[src/rtl/sprite_anim_sequencer_if.sv]
// Signal bundle between the game-logic/VGA front end, the sprite ROM bank
// and the sprite animation sequencer.
interface sprite_anim_sequencer_if;
  logic        frame_start;
  logic [1:0]  dir;
  logic        moving;
  logic [9:0]  draw_x;
  logic [9:0]  draw_y;
  logic [9:0]  sprite_x;
  logic [9:0]  sprite_y;
  logic [9:0]  rom_addr;
  logic [31:0] rom_q;
  logic [3:0]  pixel_index;
  logic        pixel_valid;
  logic        anim_frame;

  modport master (
    output frame_start, dir, moving, draw_x, draw_y, sprite_x, sprite_y, rom_q,
    input  rom_addr, pixel_index, pixel_valid, anim_frame
  );

  modport slave (
    input  frame_start, dir, moving, draw_x, draw_y, sprite_x, sprite_y, rom_q,
    output rom_addr, pixel_index, pixel_valid, anim_frame
  );
endinterface

[src/rtl/sprite_anim_sequencer.sv]
// Walk-cycle state machine plus a 3-stage address/select/pixel pipeline
// feeding the 8-ROM player sprite bank.
module sprite_anim_sequencer #(
  parameter int          SPRITE_W        = 32,
  parameter int          SPRITE_H        = 32,
  parameter int          FRAMES_PER_STEP = 8,
  parameter logic [3:0]  TRANSPARENT     = 4'd0
) (
  input  logic                   clk,
  input  logic                   rst,
  sprite_anim_sequencer_if.slave bus
);

  typedef enum logic [1:0] {
    STAND  = 2'd0,
    WALK_A = 2'd1,
    WALK_B = 2'd2
  } state_t;

  localparam logic [7:0] STEP_LAST = 8'(FRAMES_PER_STEP - 1);

  state_t      state_r;
  logic [1:0]  cur_dir_r;
  logic [7:0]  step_cnt_r;
  logic        anim_frame_r;

  logic [10:0] dx_s;
  logic [10:0] dy_s;
  logic [21:0] addr_wide_s;
  logic        hit_s;
  logic [9:0]  addr_s;

  logic [9:0]  rom_addr_r;
  logic [2:0]  sel_1_r;
  logic        hit_1_r;
  logic [2:0]  sel_2_r;
  logic        hit_2_r;
  logic [3:0]  pixel_index_r;
  logic        pixel_valid_r;
  logic [3:0]  rom_word_s;

  function automatic logic [3:0] select_nibble(input logic [31:0] q, input logic [2:0] sel);
    return q[{sel, 2'b00} +: 4];
  endfunction

  // Walk-cycle FSM; only advances on a frame_start pulse so sel never changes mid-frame
  always_ff @(posedge clk or posedge rst) begin
    if (rst) begin
      state_r      <= STAND;
      cur_dir_r    <= 2'd0;
      step_cnt_r   <= 8'd0;
      anim_frame_r <= 1'b0;
    end else if (bus.frame_start) begin
      cur_dir_r <= bus.dir;
      if (!bus.moving) begin
        state_r      <= STAND;
        step_cnt_r   <= 8'd0;
        anim_frame_r <= 1'b0;
      end else begin
        case (state_r)
          STAND: begin
            state_r      <= WALK_A;
            step_cnt_r   <= 8'd0;
            anim_frame_r <= 1'b0;
          end
          WALK_A, WALK_B: begin
            if (step_cnt_r == STEP_LAST) begin
              step_cnt_r   <= 8'd0;
              state_r      <= (state_r == WALK_A) ? WALK_B : WALK_A;
              anim_frame_r <= (state_r == WALK_A);
            end else begin
              step_cnt_r   <= step_cnt_r + 8'd1;
            end
          end
          default: begin
            state_r      <= STAND;
            step_cnt_r   <= 8'd0;
            anim_frame_r <= 1'b0;
          end
        endcase
      end
    end
  end

  // 11-bit differences: a negative offset shows up as a huge dx/dy and is also gated by the >= tests
  always_comb begin
    dx_s        = {1'b0, bus.draw_x} - {1'b0, bus.sprite_x};
    dy_s        = {1'b0, bus.draw_y} - {1'b0, bus.sprite_y};
    hit_s       = (bus.draw_x >= bus.sprite_x) && (bus.draw_y >= bus.sprite_y) &&
                  (dx_s < 11'(SPRITE_W)) && (dy_s < 11'(SPRITE_H));
    addr_wide_s = 22'(dy_s) * 22'(SPRITE_W) + 22'(dx_s);
    if (hit_s) begin
      addr_s = addr_wide_s[9:0];
    end else begin
      addr_s = 10'd0;
    end
    rom_word_s  = select_nibble(bus.rom_q, sel_2_r);
  end

  // Stage 1 address/select, stage 2 alignment with ROM read, stage 3 pixel output
  always_ff @(posedge clk or posedge rst) begin
    if (rst) begin
      rom_addr_r    <= 10'd0;
      sel_1_r       <= 3'd0;
      hit_1_r       <= 1'b0;
      sel_2_r       <= 3'd0;
      hit_2_r       <= 1'b0;
      pixel_index_r <= 4'd0;
      pixel_valid_r <= 1'b0;
    end else begin
      rom_addr_r    <= addr_s;
      sel_1_r       <= {cur_dir_r, anim_frame_r};
      hit_1_r       <= hit_s;
      sel_2_r       <= sel_1_r;
      hit_2_r       <= hit_1_r;
      pixel_index_r <= hit_2_r ? rom_word_s : 4'd0;
      pixel_valid_r <= hit_2_r && (rom_word_s != TRANSPARENT);
    end
  end

  assign bus.rom_addr    = rom_addr_r;
  assign bus.pixel_index = pixel_index_r;
  assign bus.pixel_valid = pixel_valid_r;
  assign bus.anim_frame  = anim_frame_r;

endmodule

[src/flat_wrapper.sv]
// flat-port wrapper written by rule: the top's interface ports become plain ports
module sprite_anim_sequencer_flat 
#(
  parameter int          SPRITE_W        = 32,
  parameter int          SPRITE_H        = 32,
  parameter int          FRAMES_PER_STEP = 8,
  parameter logic [3:0]  TRANSPARENT     = 4'd0
)
  (clk, rst, bus_frame_start, bus_dir, bus_moving, bus_draw_x, bus_draw_y, bus_sprite_x, bus_sprite_y, bus_rom_q, bus_rom_addr, bus_pixel_index, bus_pixel_valid, bus_anim_frame);
  sprite_anim_sequencer_if bus_i ();
  input  logic clk;
  input  logic rst;
  input wire logic [$bits(bus_i.frame_start)-1:0] bus_frame_start;
  input wire logic [$bits(bus_i.dir)-1:0] bus_dir;
  input wire logic [$bits(bus_i.moving)-1:0] bus_moving;
  input wire logic [$bits(bus_i.draw_x)-1:0] bus_draw_x;
  input wire logic [$bits(bus_i.draw_y)-1:0] bus_draw_y;
  input wire logic [$bits(bus_i.sprite_x)-1:0] bus_sprite_x;
  input wire logic [$bits(bus_i.sprite_y)-1:0] bus_sprite_y;
  input wire logic [$bits(bus_i.rom_q)-1:0] bus_rom_q;
  output wire logic [$bits(bus_i.rom_addr)-1:0] bus_rom_addr;
  output wire logic [$bits(bus_i.pixel_index)-1:0] bus_pixel_index;
  output wire logic [$bits(bus_i.pixel_valid)-1:0] bus_pixel_valid;
  output wire logic [$bits(bus_i.anim_frame)-1:0] bus_anim_frame;
  assign bus_i.frame_start = bus_frame_start;
  assign bus_i.dir = bus_dir;
  assign bus_i.moving = bus_moving;
  assign bus_i.draw_x = bus_draw_x;
  assign bus_i.draw_y = bus_draw_y;
  assign bus_i.sprite_x = bus_sprite_x;
  assign bus_i.sprite_y = bus_sprite_y;
  assign bus_i.rom_q = bus_rom_q;
  assign bus_rom_addr = bus_i.rom_addr;
  assign bus_pixel_index = bus_i.pixel_index;
  assign bus_pixel_valid = bus_i.pixel_valid;
  assign bus_anim_frame = bus_i.anim_frame;
  sprite_anim_sequencer #(.SPRITE_W(SPRITE_W), .SPRITE_H(SPRITE_H), .FRAMES_PER_STEP(FRAMES_PER_STEP), .TRANSPARENT(TRANSPARENT)) u_core (.clk(clk), .rst(rst), .bus(bus_i));
endmodule
[config.mk]
export PLATFORM = sky130hd
export DESIGN_NAME = sprite_anim_sequencer_flat
export DESIGN_NICKNAME = d
export VERILOG_FILES = /design/src/rtl/sprite_anim_sequencer_if.sv /design/src/rtl/sprite_anim_sequencer.sv /design/src/flat_wrapper.sv
export SDC_FILE = /design/constraint.sdc
export NUM_CORES = 1
export LEC_CHECK = 0
export CORE_UTILIZATION = 30
export CTS_CLUSTER_SIZE = 25
export DETAILED_ROUTE_END_ITERATION = 8
export DONT_BUFFER_PORTS = 1
export GPL_ROUTABILITY_DRIVEN = 0
export MAX_ROUTING_LAYER = met4
export PLACE_DENSITY = 0.44
export SYNTH_ARGS = -nofsm -noshare
export SYNTH_HDL_FRONTEND = slang
export SYNTH_SLANG_ARGS = --single-unit
export TNS_END_PERCENT = 1
[constraint.sdc]
create_clock -name clk -period 2.98 [get_ports clk]
set_clock_uncertainty 0.1 [all_clocks]
set_input_delay 0.298 -clock clk [delete_from_list [all_inputs] [get_ports clk]]
set_output_delay 0.298 -clock clk [all_outputs]
set_load 0.02 [all_outputs]
==> results of run 1 <==
[placed cells by master (no fill, tap or decap), drive strengths merged, types with 3 or more instances in the layout]
| cell | count |
|---|---|
| inv | 38 |
| nor3 | 5 |
| a31oi | 5 |
| nand2 | 18 |
| dfrtp | 35 |
| buf | 13 |
| fa | 3 |
| o211ai | 3 |
| nand3 | 3 |
| nor4 | 10 |
| nor2b | 4 |
| ha | 29 |
| a21o | 10 |
| nor2 | 11 |
| xnor2 | 6 |
| o21ai | 14 |
| clkbuf | 6 |
| nand2b | 3 |
| nand4 | 8 |
| a21oi | 13 |
| xor2 | 10 |
| and3 | 5 |
| mux2i | 5 |
| mux4 | 8 |
| mux2 | 4 |
[Yosys cell counts (4+ instances only)]
cell                       instances
sky130_fd_sc_hd__nand4_1           8
sky130_fd_sc_hd__ha_1             29
sky130_fd_sc_hd__xor2_1           10
sky130_fd_sc_hd__o21ai_0          14
sky130_fd_sc_hd__a31oi_1           5
sky130_fd_sc_hd__mux2i_1           5
sky130_fd_sc_hd__xnor2_1           6
sky130_fd_sc_hd__nor4_2            4
sky130_fd_sc_hd__nand2_1          18
sky130_fd_sc_hd__nor3_1            5
sky130_fd_sc_hd__mux2_2            4
sky130_fd_sc_hd__and3_1            4
sky130_fd_sc_hd__nor2b_1           4
sky130_fd_sc_hd__nor2_1           11
sky130_fd_sc_hd__clkbuf_1          7
sky130_fd_sc_hd__mux4_2            8
sky130_fd_sc_hd__a21oi_1          13
sky130_fd_sc_hd__inv_1            38
sky130_fd_sc_hd__a21o_1            9
sky130_fd_sc_hd__nor4_1            5
sky130_fd_sc_hd__dfrtp_1          35
[how the worst max path moves through the flow]
stage	from	end	slack, ns	depth (start not counted)
finish	bus_draw_x[0]	u_core.bus.rom_addr[9]	0.22	13
global route	bus_sprite_x[4]	u_core.bus.rom_addr[9]	0.05	13
CTS	bus_draw_x[0]	u_core.bus.rom_addr[9]	0.20	13
detailed placement	bus_draw_x[0]	u_core.bus.rom_addr[9]	-0.09	13
global placement	bus_draw_x[0]	u_core.bus.rom_addr[9]	-0.06	13
floorplan	bus_draw_x[0]	u_core.bus.rom_addr[9]	0.01	13
[cells by family after synthesis]
logic type,share of synthesized area
flip-flops,0.316
AND/OR/NAND/NOR,0.157
AO/OA/AOI/OAI,0.151
adder cells (fa/ha/maj),0.152
XOR/XNOR,0.0505
multiplexers,0.0992
buffers and inverters,0.0744
[registers in the layout, summed over array words and instances, names as in the netlist, 2 cells and up]
signal,cells
u_core.bus.rom_addr,10
u_core.sel_2_r,3
u_core.sel_1_r,3
u_core.cur_dir_r,2
u_core.bus.pixel_index,4
u_core.step_cnt_r,8
[power by group through the flow]
stage,Clock (W),Sequential [W],Combinational [W]
after floorplan,0,0.000547,0.000473
after global placement,0,0.000580,0.000560
after detailed placement,0,0.000581,0.000566
after CTS,0.000422,0.000572,0.000572
after global routing,0.000445,0.000578,0.000630
final,0.000402,0.000571,0.000561
[metrics by stage]
step | utilization | cell area (um2) | std cells | setup slack (ns)
floorplan | - | 2790 | 286 | 0.0142
global placement | 0.335 | 2960 | 395 | -0.0556
detailed placement | 0.335 | 2960 | 395 | -0.0913
CTS | 0.346 | 3060 | 402 | 0.202
global route | 0.346 | 3060 | 402 | 0.0475
finish | 0.346 | 3060 | 402 | 0.223
[worst max-delay path, stage by stage]
cell and delay, ns:
sky130_fd_sc_hd__inv_1 0.03, sky130_fd_sc_hd__ha_1 0.16, sky130_fd_sc_hd__inv_1 0.05, sky130_fd_sc_hd__fa_1 0.38, sky130_fd_sc_hd__a21o_2 0.23, sky130_fd_sc_hd__a221oi_4 0.27
sky130_fd_sc_hd__nor4bb_1 0.09, sky130_fd_sc_hd__or3_1 0.39, sky130_fd_sc_hd__ha_1 0.33, sky130_fd_sc_hd__a21oi_1 0.17, sky130_fd_sc_hd__xor2_1 0.18, sky130_fd_sc_hd__xnor2_1 0.19
sky130_fd_sc_hd__nor4_4 0.05
[area by class of cell]
class | count | area, um2
Fill cell | 906 | 5780
Multi-Input combinational cell | 201 | 1710
Sequential cell | 35 | 876
Inverter | 38 | 143
Tap cell | 108 | 135
Timing Repair Buffer | 13 | 97.6
Clock buffer | 6 | 72.6
Clock inverter | 1 | 30.0
[layer usage]
layer,GRT usage,up-vias,part of all wire
li1,-,1041,-
met2,0.212,86,0.48
met4,0.0276,0,0.0081
met1,0.162,953,0.45
met5,-,-,0
met3,0.0208,4,0.062
==> results.cfg, run 1 <==
[run_status]
run_status = finished with violations
failed_checks = design-rule violations

[detailed_routing]
vias = 2084
firstDrtPassIters = 7
drcViolationCount = 12
wl_per_cell_um = 14.8
totalWireLength_um = 5930
detail-route-antenna-nets = 0
drt_iter0_drc = 42
post_drt_via_cell_ratio = 5.18

[power]
swShare = 0.326
cell_internal_pwr_w = 0.00103
power_density_nw_per_um2 = 501
sw_power_w = 0.000500
power.total_w = 0.00153
maximum_ir_drop_on_the_vdd_rail_mv = 0.163
clock_power_share = 0.262
sequentialPowerShare = 0.372
power.leakage_nw = 1.44
p_comb_frac = 0.366

[sta]
setup_viol = 0
grt_setup_unrepaired = false
fmaxAchievable_ghz = 0.363
setup_total_negative_slack_ns = 0
min_period_over_period = 0.925
maxSlewHeadroom = 0.388
slew_at_the_pin_closest_to_its_max_slew_limit_ns = 0.918
finalWorstPathRequiredPeriod_ns = 2.76
hold_viol_final = 0
maxSlewViolCount = 0
worst_hold_slack_ns = 0.00110

[floorplanning]
num_io_pins = 94
num_rows = 34
chipHeight_um = 98.2
core_area_um2 = 8850
floorplan.die_area_um2 = 9640
floorplan.initialDensity = 0.313
floorplan.die.width_um = 98.2

[grt]
grt_start_max_net_pins = 26
antenna_found_initial = 0
grt_pass1_vias = 2042
global_route_overflow = 0
wire_length_of_the_first_global_routing_pass_um = 9600
gr-usage-all-layers = 0.127

[synth]
netlist_top_cells_area = sky130_fd_sc_hd__dfrtp_1 32%, sky130_fd_sc_hd__ha_1 13%, sky130_fd_sc_hd__mux4_2 6.5%
synth-edff-count = 0
synth.yosys.seq_area_share = 0.316
portion_of_synthesized_cell_area_occupied_by_the_leading_cell_type = 0.316
synth.ff_latch_count = 35
synth_async_sr_flop_share = 1.00
synth-warning-count = 0
syn_avg_cell_area_um2 = 9.70
synth_ff_type = sky130_fd_sc_hd__dfrtp_1
yosysTopAreaCell = sky130_fd_sc_hd__dfrtp_1
netlist-cell-type-count = 50
synth_instances = 286
synth.cell_area_um2 = 2770
synth.net_count = 396

[placement]
io_buffers = 0
detailedPlacementHpwl_um = 4820

[critical_path]
critical_path.startpoint_type = primary input
critical_path_arrival_ns = 2.82
crit-reg2reg-capture = u_core.state_r[0]
crit-reg2reg-launch = u_core.bus.anim_frame
cell_depth_of_the_worst_flop_to_flop_path = 6
ff2ff_setup_slack_ns = 1.01
critPathMaxFanout = 3
required_ns = 3.04
worst_setup_path_end_kind = flip-flop
setup.worst_path.class = in2reg

[clocking]
htree_levels = 2
numCtsBuffers = 5
cts.clk_slew.worst_paths_ns = 0.07
cts.sink_count = 35
clk_path_buf_depth = 2
clk-insertion-delay-late_ns = 0.28
post_cts_setup_buffers = 0
cts_tree = done
cts_resized = 0
cts-hold-fix-buffers = 0
clock-root-buffer = sky130_fd_sc_hd__clkbuf_8

[cells_and_area]
layout-drive-gt1-share = 0.143
antenna_cells = 0
layout.nets = 404
area_growth_from_synthesis_to_final_layout_pct = 10.5

[run]
max_cap_viol_count = 0

[worst_hold_path]
holdCritPathClass = in2async
Power figures use the tool's default switching activity.
==> run 2: changes to the inputs <==
ABC_CLOCK_PERIOD_IN_PS = 2980   (was default)
HOLD_SLACK_MARGIN = 0.03   (was default)
==> results.cfg, run 2 (synthesized netlist as in run 1, its figures left out) <==
[cells_and_area]
layout-drive-gt1-share = 0.142
antenna_cells = 0
layout.nets = 405
layout_commonest_cell = sky130_fd_sc_hd__inv_1
finish.cell_count_without_fillers = 403
layout.cell_area.non_filler_um2 = 3070
final_core_utilization = 0.347
largest_reg_flops = 10
mostFrequentLayoutCells = 38 x sky130_fd_sc_hd__inv_1, 35 x sky130_fd_sc_hd__dfrtp_1, 29 x sky130_fd_sc_hd__ha_1, 18 x sky130_fd_sc_hd__nand2_1
area_growth_from_synthesis_to_final_layout_pct = 10.8
n_fill_cell = 905

[detailed_routing]
post_drt_via_cell_ratio = 5.18
vias = 2089
detail-route-antenna-nets = 0
firstDrtPassIters = 7
drt_iter0_drc = 64
wl_per_cell_um = 14.7
totalWireLength_um = 5940
drcViolationCount = 12

[sta]
maxSlewHeadroom = 0.387
grt_setup_unrepaired = false
min_period_over_period = 0.925
fmaxAchievable_ghz = 0.363
finalWorstPathRequiredPeriod_ns = 2.76
setup_viol = 0
hold_viol_final = 0
slew_at_the_pin_closest_to_its_max_slew_limit_ns = 0.919
maxSlewViolCount = 0
setup_total_negative_slack_ns = 0

[power]
clock_power_share = 0.262
swShare = 0.326
power_density_nw_per_um2 = 499
cell_internal_pwr_w = 0.00103
maximum_ir_drop_on_the_vdd_rail_mv = 0.163
power.total_w = 0.00153
p_comb_frac = 0.366
sw_power_w = 0.000500
power.leakage_nw = 1.45
sequentialPowerShare = 0.372

[grt]
antenna_found_initial = 0
wire_length_of_the_first_global_routing_pass_um = 9630
global_route_overflow = 0
grt_start_max_net_pins = 26
gr-usage-all-layers = 0.128
grt_pass1_vias = 2049

[placement]
detailedPlacementHpwl_um = 4820
placed_instance_area_um2 = 2960
post-place-cells = 395
io_buffers = 0

[clocking]
cts_resized = 0
clk-insertion-delay-late_ns = 0.28
clk_path_buf_depth = 2
numCtsBuffers = 5
cts-hold-fix-buffers = 1
cts_tree = done
post_cts_setup_buffers = 0
cts.clk_slew.worst_paths_ns = 0.07
clock-root-buffer = sky130_fd_sc_hd__clkbuf_8
cts.sink_count = 35
htree_levels = 2

[critical_path]
capturing_element_of_the_worst_setup_path = u_core.bus.rom_addr[9]
cell_depth_of_the_worst_flop_to_flop_path = 6
critPathMaxFanout = 3
setup.worst_path.class = in2reg
crit-reg2reg-capture = u_core.state_r[0]
crit-reg2reg-launch = u_core.bus.anim_frame
crit_start = bus_draw_x[0]
timing.critical_path.cells = inv_1 -> ha_1 -> inv_1 -> fa_1 -> a21o_2 -> a221oi_4 -> nor4bb_1 -> or3_1 -> ha_1 -> a21oi_1 -> xor2_1 -> xnor2_1 -> nor4_4
crit_path_top_delay_cell = sky130_fd_sc_hd__or3_1
slowest_delay_ns = 0.39
critical_path.startpoint_type = primary input
worst_setup_path_end_kind = flip-flop
ff2ff_setup_slack_ns = 1.01
critical_path_arrival_ns = 2.82
required_ns = 3.04

[floorplanning]
floorplan.initialDensity = 0.313
core_area_um2 = 8850
floorplan.die_area_um2 = 9640
num_io_pins = 94
num_rows = 34
chipHeight_um = 98.2
floorplan.die.width_um = 98.2

[run]
max_cap_viol_count = 0

[run_status]
run_status = finished with violations
failed_checks = design-rule violations

[worst_hold_path]
holdCritPathClass = in2async
## run 2: changes by cell type in the layout (fill, tap and decap cells not counted), sizes merged
cell	previous run	this run
dlygate4sd3	0	1
## run 2: area by class of cell
cell class	count	area, um2	share of cell area
clock buffer	6	72.6	0.0236
clock inverter	1	30.0	0.00977
inverter	38	143	0.0464
multi-input combinational	201	1710	0.556
sequential	35	876	0.285
tap	108	135	0.0440
timing repair buffer	14	108	0.0350
## run 2: critical path: cells and delay by family
family | cells | cell delay, ns
compound gates | 3 | 0.67
xor+xnor | 2 | 0.37
fa+ha+maj | 3 | 0.87
buf+inv | 2 | 0.08
simple gates | 3 | 0.53
## run 2: routing by layer
layer | vias to the layer above | global-route usage | part of all wire
met1 | 955 | 0.163 | 0.45
met3 | 4 | 0.0208 | 0.062
met4 | 0 | 0.0276 | 0.0081
met5 | - | - | 0
li1 | 1044 | - | -
met2 | 86 | 0.213 | 0.48
## run 2: stage by stage
step / hold slack (ns) / setup slack (ns)
after CTS: 0.0424 / 0.202
after global placement: 0.236 / -0.0556
after global routing: 0.0422 / 0.0475
after floorplan: 0.231 / 0.0142
final: 0.00182 / 0.223
after detailed placement: 0.235 / -0.0913
## run 2: worst min-delay path by stage
stage | startpoint | endpoint
after global placement | u_core.hit_1_r | u_core.hit_2_r
after detailed placement | u_core.hit_1_r | u_core.hit_2_r
after global routing | bus_frame_start | u_core.step_cnt_r[1]
final | rst | u_core.sel_2_r[0]
after CTS | rst | u_core.step_cnt_r[1]
after floorplan | u_core.hit_1_r | u_core.hit_2_r
## run 2: power by group through the flow
stage | Clock [W] | Combinational, W | Sequential (W)
global route | 0.000445 | 0.000631 | 0.000578
global placement | 0 | 0.000560 | 0.000580
CTS | 0.000422 | 0.000573 | 0.000572
finish | 0.000402 | 0.000562 | 0.000571
detailed placement | 0 | 0.000566 | 0.000581
floorplan | 0 | 0.000473 | 0.000547
==> run 3: changes to the inputs <==
GPL_ROUTABILITY_DRIVEN = default   (was 0)
==> results of run 3 <==
The final DEF is identical to that of run 2; final timing and power are the same.
